$ cat src/rtl/pipe_hazard_ctrl.sv
// rtl/pipe_hazard_ctrl.sv - LC-3b 5-stage stall/flush sequencer with debug halt/step and perf counters
module pipe_hazard_ctrl #(
    parameter int CNT_W = 16
) (
    input  logic             clk,
    input  logic             reset_n,
    input  logic             imem_resp,
    input  logic             dmem_req,
    input  logic             dmem_resp,
    input  logic [2:0]       id_src1,
    input  logic [2:0]       id_src2,
    input  logic             id_use1,
    input  logic             id_use2,
    input  logic [2:0]       ex_dest,
    input  logic             ex_is_load,
    input  logic             mem_br_taken,
    input  logic             halt_req,
    input  logic             step,
    output logic             halted,
    output logic             load_pc,
    output logic             pc_redirect,
    output logic             load_if_id,
    output logic             load_id_ex,
    output logic             load_ex_mem,
    output logic             load_mem_wb,
    output logic             clear_if_id,
    output logic             clear_id_ex,
    output logic             clear_ex_mem,
    output logic             clear_mem_wb,
    output logic [CNT_W-1:0] stall_cnt,
    output logic [CNT_W-1:0] flush_cnt
);

    typedef enum logic [1:0] {RUN, HALTED, STEP} state_t;

    state_t state, state_nxt;
    logic   dstall, load_use, flush_evt, stall_evt;

    assign dstall   = dmem_req & ~dmem_resp;
    assign load_use = ex_is_load & ((id_use1 & (id_src1 == ex_dest)) |
                                    (id_use2 & (id_src2 == ex_dest)));

    always_ff @(posedge clk or negedge reset_n) begin
        if (!reset_n) state <= RUN;
        else          state <= state_nxt;
    end

    always_comb begin
        state_nxt    = state;
        halted       = 1'b0;
        load_pc      = 1'b1;
        pc_redirect  = 1'b0;
        load_if_id   = 1'b1;
        load_id_ex   = 1'b1;
        load_ex_mem  = 1'b1;
        load_mem_wb  = 1'b1;
        clear_if_id  = 1'b0;
        clear_id_ex  = 1'b0;
        clear_ex_mem = 1'b0;
        clear_mem_wb = 1'b0;
        flush_evt    = 1'b0;
        stall_evt    = 1'b0;

        case (state)
            RUN:     if (halt_req && !dstall) state_nxt = HALTED;
            HALTED: begin
                if (step)           state_nxt = STEP;
                else if (!halt_req) state_nxt = RUN;
            end
            STEP:    if (!dstall) state_nxt = HALTED;
            default: state_nxt = RUN;
        endcase

        if (state == HALTED) begin
            // Full freeze: nothing moves, nothing is bubbled, branches wait.
            halted      = 1'b1;
            load_pc     = 1'b0;
            load_if_id  = 1'b0;
            load_id_ex  = 1'b0;
            load_ex_mem = 1'b0;
            load_mem_wb = 1'b0;
            stall_evt   = 1'b1;
        end else begin
            halted = (state == STEP);
            if (dstall) begin
                load_pc      = 1'b0;
                load_if_id   = 1'b0;
                load_id_ex   = 1'b0;
                load_ex_mem  = 1'b0;
                clear_mem_wb = 1'b1;
                stall_evt    = 1'b1;
            end else if (mem_br_taken) begin
                pc_redirect  = 1'b1;
                clear_if_id  = 1'b1;
                clear_id_ex  = 1'b1;
                clear_ex_mem = 1'b1;
                flush_evt    = 1'b1;
            end else if (load_use) begin
                load_pc     = 1'b0;
                load_if_id  = 1'b0;
                clear_id_ex = 1'b1;
                stall_evt   = 1'b1;
            end else if (!imem_resp) begin
                load_pc     = 1'b0;
                clear_if_id = 1'b1;
                stall_evt   = 1'b1;
            end
        end

        // Reset drives bubbles into every stage regardless of state.
        if (!reset_n) begin
            halted       = 1'b0;
            load_pc      = 1'b0;
            pc_redirect  = 1'b0;
            load_if_id   = 1'b0;
            load_id_ex   = 1'b0;
            load_ex_mem  = 1'b0;
            load_mem_wb  = 1'b0;
            clear_if_id  = 1'b1;
            clear_id_ex  = 1'b1;
            clear_ex_mem = 1'b1;
            clear_mem_wb = 1'b1;
        end
    end

    always_ff @(posedge clk or negedge reset_n) begin
        if (!reset_n) begin
            stall_cnt <= '0;
            flush_cnt <= '0;
        end else begin
            if (stall_evt && (stall_cnt != {CNT_W{1'b1}})) stall_cnt <= stall_cnt + CNT_W'(1);
            if (flush_evt && (flush_cnt != {CNT_W{1'b1}})) flush_cnt <= flush_cnt + CNT_W'(1);
        end
    end

endmodule

$ cat config.mk
export PLATFORM = sky130hd
export DESIGN_NAME = pipe_hazard_ctrl
export DESIGN_NICKNAME = d
export VERILOG_FILES = /design/src/rtl/pipe_hazard_ctrl.sv
export SDC_FILE = /design/constraint.sdc
export NUM_CORES = 1
export LEC_CHECK = 0
export ABC_AREA = 1
export BUFFER_PORTS_ARGS = -buffer_cell sky130_fd_sc_hd__buf_2
export CAP_MARGIN = 20
export CORE_MARGIN = 4
export CORE_UTILIZATION = 46
export CTS_CLUSTER_DIAMETER = 40
export DETAILED_ROUTE_END_ITERATION = 16
export PLACE_DENSITY = 0.78
export SYNTH_ARGS = -nofsm -noshare
export SYNTH_HDL_FRONTEND = slang
export SYNTH_SLANG_ARGS = --single-unit
export TNS_END_PERCENT = 100
$ cat constraint.sdc
create_clock -name clk -period 2.3 [get_ports clk]
set_input_delay 0 -clock clk [delete_from_list [all_inputs] [get_ports clk]]
set_output_delay 0 -clock clk [all_outputs]
set_load 0.005 [all_outputs]
### After elaboration in Yosys (flattened, before gate mapping)

Index checks and enable logic that the tools add are counted.

* add/subtract/negate cells: 2
* equal/unequal tests: 9
* multiplexer cells: 46
* bitwise operators: 6
* reductions and logical operators: 6

Operator list (count)
* 1-bit two-way mux: 41
* 16-bit by 1-bit adder with 16-bit output, second input constant: 2
* 16-bit inequality test, second input constant: 2
* 2-bit two-way mux: 4
* 3-bit equality test: 2
* 2-bit one-hot mux with 3 select lines: 1
* 1-bit bitwise AND: 4
* 2-bit inequality test, second input constant: 2
* 1-bit logical AND: 3
* 3-bit inequality test, second input constant: 1
* 3-bit AND reduction: 1
* 2-bit by 1-bit equality test with 1-bit output, second input constant: 1
* 2-bit equality test, second input constant: 1
* 2-bit zero test: 1
* 1-bit zero test: 1
* 1-bit NOT: 1
* 1-bit OR: 1

* flip-flop bits (word level): 34
* output and inout bits: 43
* logic and storage cells: 72

### Logic depth before layout (Yosys ltp)

Gate-level depths: netlist (run 1).

* word-level depth: 9
* depth in mapped cells: 12
* mapped depth without buffers: 11

### Least setup slack after synthesis (run 1)

Ideal clock, no wire load.

* kind: register to register
* start: register flush_cnt[0]
* end: register flush_cnt[6]
* setup time: 117 ps
* arrival time: 1504 ps
* data required time: 2183 ps
* setup slack: 679 ps
* stages on the path, launching flop included: 10
* buffers on the path: 1
* path through: dfrtp_1 > ha_1 > nand3_2 > nor3_4 > nand4_2 > nand3_2 > nand2_4 > buf_6 > nand2_1 > nand2_1

* longest elaborated chain between the ends: 2

RTL lines
* start, declared: RTL line 31 `output logic [CNT_W-1:0] flush_cnt`
* start signal, assigned: RTL line 132 `if (flush_evt && (flush_cnt != {CNT_W{1'b1}})) flush_cnt <= flush_cnt + CNT_W'(1);`
* branches (longest 2 deep; another with 16-bit by 1-bit adder with 16-bit output)

Parallel ways; which one is timed is not known.
A chain may end at the register's enable or synchronous reset.

### Final worst setup path (run 1)

* start: register state[1]
* end: output port load_pc

* longest elaborated chain between the ends: 3

RTL lines
* start, declared: RTL line 36 `state_t state, state_nxt;`
* start signal, assigned: RTL line 45 `else state <= state_nxt;`
* 2-bit by 1-bit equality test with 1-bit output: RTL line 74 `if (state == HALTED) begin`
* 1-bit two-way mux: RTL line 74
* 1-bit two-way mux: RTL line 111 `if (!reset_n) begin`
* end, declared: RTL line 20 `output logic load_pc,`

No other way between the ends.

==> results of run 1 <==
==> power by group through the flow <==
stage	registers, W	clock network, W	logic (W)
floorplan	0.000844	0	0.000624
global placement	0.000854	0	0.000840
detailed placement	0.000858	0	0.000868
CTS	0.000849	0.000470	0.000872
global route	0.000873	0.000506	0.000980
finish	0.000850	0.000462	0.000855
==> cells by family after synthesis <==
family,synth area share
buffers and inverters,0.0833
AO/OA/AOI/OAI,0.0237
AND/OR/NAND/NOR,0.401
adder cells (fa/ha/maj),0.0323
XOR/XNOR,0.0941
flip-flops,0.366
==> metal layers <==
metal,vias up,track usage
met3,10,0.0408
met1,1059,0.220
li1,1148,-
met2,60,0.334
met5,-,0
met4,0,0.0584
==> state kept, by name, indices dropped and copies added, names as in the netlist <==
signal	flops
stall_cnt	16
state	2
flush_cnt	16
==> cell usage in the layout (no fill, tap or decap) <==
cell type	count
nand2_1	112
buf_2	62
nand3_1	43
inv_1	36
dfrtp_1	34
nor2_1	24
xor2_1	18
nor3_1	9
xnor2_1	7
ha_1	6
clkbuf_8	6
nand2_2	4
nand4_1	4
nor2_2	3
o31ai_1	2
a21oi_1	2
nand2_4	2
nand3_2	2
dlygate4sd3_1	2
o21bai_1	1
a31o_2	1
nor3b_2	1
nor3_4	1
nor3_2	1
nand4_2	1
inv_2	1
o21ai_0	1
o221ai_1	1
clkbuf_1	1
clkinv_2	1
buf_4	1
==> Yosys cell counts (all sizes together) <==
master | n | share of area
nand2 | 118 | 0.20
nand3 | 45 | 0.10
inv | 37 | 0.060
dfrtp | 34 | 0.37
nor2 | 27 | 0.047
xor2 | 18 | 0.068
nor3 | 11 | 0.031
xnor2 | 7 | 0.026
buf | 6 | 0.022
ha | 6 | 0.032
nand4 | 5 | 0.016
a21oi | 2 | 0.0043
o31ai | 2 | 0.0064
a31o | 1 | 0.0038
clkbuf | 1 | 0.0016
nor3b | 1 | 0.0054
o21ai | 1 | 0.0021
o21bai | 1 | 0.0032
o221ai | 1 | 0.0038
==> layout make-up <==
class | count | share of cell area
inverter | 37 | 0.0499
clock buffer | 7 | 0.0310
sequential | 34 | 0.305
multi-input combinational | 246 | 0.460
tap | 67 | 0.0301
clock inverter | 1 | 0.00180
timing repair buffer | 65 | 0.121
==> final timing paths <==
kind	from	cells past startpoint	slack, ns	end
max	state[1]	8	0.29	load_pc
max reg2reg	flush_cnt[0]	8	0.33	flush_cnt[11]
min in group asynchronous	reset_n	3	0.36	flush_cnt[0]
min	halt_req	4	0.22	state[1]
max in group asynchronous	reset_n	3	1.63	stall_cnt[9]
min reg2reg	flush_cnt[12]	1	0.53	flush_cnt[12]
==> critical path: cells and delay by family (launching register included) <==
family	cells	cell delay, ns
AND/OR/NAND/NOR	3	0.64
flip-flops	1	0.39
buffers and inverters	3	0.30
adder cells (fa/ha/maj)	1	0.24
AO/OA/AOI/OAI	1	0.16
==> timing repair <==
item,in CTS,in global routing
hold endpoints to repair,35,0
hold buffers,2,0
resized for setup,0,0
==> stage by stage <==
step           area [sq um]  setup slack (ns)
2_1_floorplan          2330             0.679
3_3_place_gp           2670             0.357
3_5_place_dp           2670             0.323
4_1_cts                2790             0.257
5_1_grt                2790             0.110
6_report               2790             0.287
==> run metrics, run 1 <==
Post-DP HPWL=approximately 4.1 mm; outcome=completed; Total Wirelength=5.43 mm; #FFs+latches synth=34; Antenna diodes=0; Slew Limit Fails=0; Final nets=415; Yosys Warn Count=0; Unique masters post-synth=29; CTS root buffer=clkbuf_8; via/cell ratio=approximately 5.0; gr ovfl total=0; Sw Ratio=0.407; fin util=0.578; WL met1=~2.4 mm; overall routing resource usage=0.186; Longest Clk Path Bufs=2; vias in the first global route=roughly 2,200; P&R area growth vs syn=19.7%; antenna violations before repair=0; # rows=25; area of the multi-input gates=1280 sq um; Reg clk slew, reported paths=0.07 ns; clk_lat worst skew=~0.29 ns; Crit-path slowest cell=dfrtp_1; Power, Total=between 0.002 and 0.0025 W; Final Wtd Congestion=~0.85; FF/Latch Area=between 800 and 900 sq um; clock skew=between 0.007 and 0.008 ns; fraction of layout cells with a size suffix above 1=0.223; Syn Std Cell Area=approximately 2300 sq um; Cells after DPL=447; fillers=505; Largest stage delay, worst path=0.39 ns; Internal=roughly 0.0013 W; CTS tree=yes; Routed Antenna Nets=0; met3 wire length=~250 microns; min cycle time layout=a little over 2 ns; Final Cycle Share=0.875; Slew HR=0.596; global-route wire length before repair=9.41 mm; PD cells=778 nW/um^2; die height=79.1 microns; PortBufs=between 60 and 70; die width=about 80 microns; DR top layer=met4; Pre-antenna DRT Iters=4; HP Class=in2reg; sw power=approximately 0.0009 W; LEAKAGE=between 1.5 and 2 nW; sequential area share after synthesis=0.366; worst vdd ir=0.644 mV; Critical Path AT=between 2 and 2.5 ns; initial drt markers=113; kind of critical path=reg2out; Post-Route Setup TNS=0 ns; Worst setup SP type=flop; Net Count, Synth=350; DR DRC count=0; routed wl met2=about 2.8 mm; worst-margin pin slew=approximately 0.6 ns; final setup fails=0; maximum clock rate=just under 500 MHz; final hold viol count=0; most used cell, CP=inv_1; Setup Buffers After CTS=0; Core Area=approximately 4800 sq um; Seq pwr share=0.392; total die area=~6300 sq um; Max Cap Violations=0; Min Hold Slack=approximately 0.22 ns; combinational power share=0.395; WL/cell=11.9 microns; pin count of the biggest net entering global routing=35; TritonCTS buffer count=5; Clock power frac=0.213; clock sink total=34; RSZ-0062 raised after global routing=no; via count=roughly 2,300; fin cells=roughly 460; CTS H-tree lvls=2; Syn Inst Count=between 300 and 400; synthesized area per cell=roughly 7 sq um; initial core utilization=0.483; crit-path cells=inv_1 -> ha_1 -> nor2_2 -> inv_1 -> a21oi_1 -> nand2_2 -> nor2_1 -> buf_2; crit end category=output port; I/O Pins=63; Critical Path RT=roughly 2.3 ns; CP max FO=19
Power figures use the tool's default switching activity.
==> run 2, diff against run 1 <==
--- a/config.mk
+++ b/config.mk
@@ -13,6 +13,7 @@
 export CTS_CLUSTER_DIAMETER = 40
 export DETAILED_ROUTE_END_ITERATION = 16
 export PLACE_DENSITY = 0.78
+export RECOVER_POWER = 25
 export SYNTH_ARGS = -nofsm -noshare
 export SYNTH_HDL_FRONTEND = slang
 export SYNTH_SLANG_ARGS = --single-unit
==> run metrics, run 2 (same netlist as run 1, synthesis figures left out) <==
combinational power share=0.395 (about the same); Reg-to-Reg End=flush_cnt[11] (unchanged); Clock power frac=0.213 (about the same); worst-margin pin slew=0.847 ns (was 0.602 ns); fillers=507 (was 505); Post-DP HPWL=4.08 mm (unchanged); P&R area growth vs syn=19.5% (was 19.7%); gr ovfl total=0 (unchanged); Pre-antenna DRT Iters=4 (unchanged); Critical Path RT=2.30 ns (about the same); Register-to-Register Path Depth=8 (unchanged); Reg clk slew, reported paths=0.07 ns (about the same); final hold viol count=0 (unchanged); Final nets=415 (unchanged); Setup crit end=load_pc (unchanged); Final Cycle Share=0.877 (was 0.875); r2r startpoint=flush_cnt[0] (unchanged); Sw Ratio=0.407 (about the same); Internal=0.00128 W (was 0.00129 W); hold path cells=4 (unchanged); PD cells=779 nW/um^2 (was 778 nW/um^2); Longest Clk Path Bufs=2 (unchanged); Total Wirelength=5.42 mm (was 5.43 mm); min cycle time layout=2.02 ns (was 2.01 ns); clock sink total=34 (unchanged); fraction of layout cells with a size suffix above 1=0.221 (was 0.223); most common cell after layout, fill and taps aside=nand2_1 (unchanged); CTS tree=yes (unchanged); clock skew=0.00750 ns (was 0.00781 ns); worst vdd ir=0.644 mV (about the same); pin count of the biggest net entering global routing=35 (unchanged); Post-Route Setup TNS=0 ns (unchanged); LEAKAGE=1.55 nW (about the same); crit end category=output port (unchanged); vias in the first global route=2,169 (unchanged); kind of critical path=reg2out (unchanged); Regs by FF count=flush_cnt: 16 flops, stall_cnt: 16 flops, state: 2 flops (unchanged); die height=79.1 microns (unchanged); CP max FO=19 (unchanged); # rows=25 (unchanged); CTS H-tree lvls=2 (unchanged); sw power=0.000882 W (was 0.000883 W); via/cell ratio=4.99 (was 4.98); via count=2,280 (was 2,277); initial core utilization=0.483 (unchanged); outcome=completed (unchanged); Slew HR=0.436 (was 0.596); Setup Buffers After CTS=0 (unchanged); I/O Pins=63 (unchanged); HP Class=in2reg (unchanged); CTS root buffer=clkbuf_8 (unchanged); Critical Path AT=2.02 ns (was 2.01 ns); TritonCTS buffer count=5 (unchanged); Antenna diodes=0 (unchanged); Final Wtd Congestion=0.854 (unchanged); total die area=6260 sq um (unchanged); Crit. Startpoint=state[1] (unchanged); initial drt markers=113 (unchanged); RSZ-0062 raised after global routing=no (unchanged); WL/cell=11.9 microns (about the same); overall routing resource usage=0.186 (unchanged); Worst setup SP type=flop (unchanged); commonest non-fill, non-tap cells in the layout=nand2_1 (112), buf_2 (61), nand3_1 (43) (was nand2_1 (112), buf_2 (62), nand3_1 (43)); reg2reg setup slack=0.33 ns (about the same); antenna violations before repair=0 (unchanged); Routed Antenna Nets=0 (unchanged); Max Cap Violations=0 (unchanged); DR DRC count=0 (unchanged); PortBufs=62 (unchanged); maximum clock rate=496 MHz (was 497 MHz); die width=79.1 microns (unchanged); clk_lat worst skew=0.29 ns (about the same); global-route wire length before repair=9.41 mm (unchanged); Slew Limit Fails=0 (unchanged); Seq pwr share=0.392 (about the same); final setup fails=0 (unchanged); fin util=0.577 (was 0.578); Core Area=4820 sq um (unchanged)
## run 2: metal layers
metal | vias to the layer above | global-route usage | share of wire
met3 | 10 | 0.0408 | 0.051
met4 | 0 | 0.0584 | 0.014
met2 | 67 | 0.334 | 0.51
li1 | 1149 | - | -
met5 | - | 0 | 0
met1 | 1054 | 0.220 | 0.43
## run 2: stage by stage
stage	worst slack, ns	power (W)	hold slack [ns]	instances	cell area [sq um]
2_1_floorplan	0.679	0.00147	-0.296	324	2330
3_3_place_gp	0.357	0.00169	0.132	447	2670
3_5_place_dp	0.323	0.00173	0.136	447	2670
4_1_cts	0.257	0.00219	0.215	457	2790
5_1_grt	0.110	0.00236	0.266	457	2780
6_report	0.283	0.00217	0.216	457	2780
## run 2: final cells by class
class	instances	area, sq um	area share
sequential	34	851	0.306
inverter	37	139	0.0499
timing repair buffer	65	334	0.120
clock inverter	1	5.00	0.00180
tap	67	83.8	0.0301
clock buffer	7	86.3	0.0310
multi-input combinational	246	1280	0.461
## run 2: how the worst min path moves through the flow
| stage | from | to | slack [ns] |
|---|---|---|---|
| floorplan | reset_n | flush_cnt[0] | -0.30 |
| global placement | reset_n | flush_cnt[1] | 0.13 |
| detailed placement | reset_n | flush_cnt[1] | 0.14 |
| CTS | halt_req | state[1] | 0.21 |
| global route | halt_req | state[1] | 0.27 |
| finish | halt_req | state[1] | 0.22 |
## run 2: worst max-delay path: stages, from the launching register on
cell and delay, ns:
dfrtp_1 0.39, inv_1 0.07, ha_1 0.24, nor2_2 0.21, inv_1 0.10, a21oi_1 0.16, nand2_2 0.27, nor2_1 0.16
buf_2 0.13
## run 2: repair_timing
| item | 4_1_cts | 5_1_grt |
|---|---|---|
| hold buffers | 2 | 0 |
| endpoints found under the hold margin | 35 | 0 |
| gates resized for setup | 0 | 0 |
## run 2: power by group through the flow
stage	Combinational [W]	Clock (W)	Sequential (W)
after floorplan	0.000624	0	0.000844
after global placement	0.000840	0	0.000854
after detailed placement	0.000868	0	0.000858
after CTS	0.000872	0.000470	0.000849
after global routing	0.000979	0.000506	0.000873
final	0.000855	0.000462	0.000850
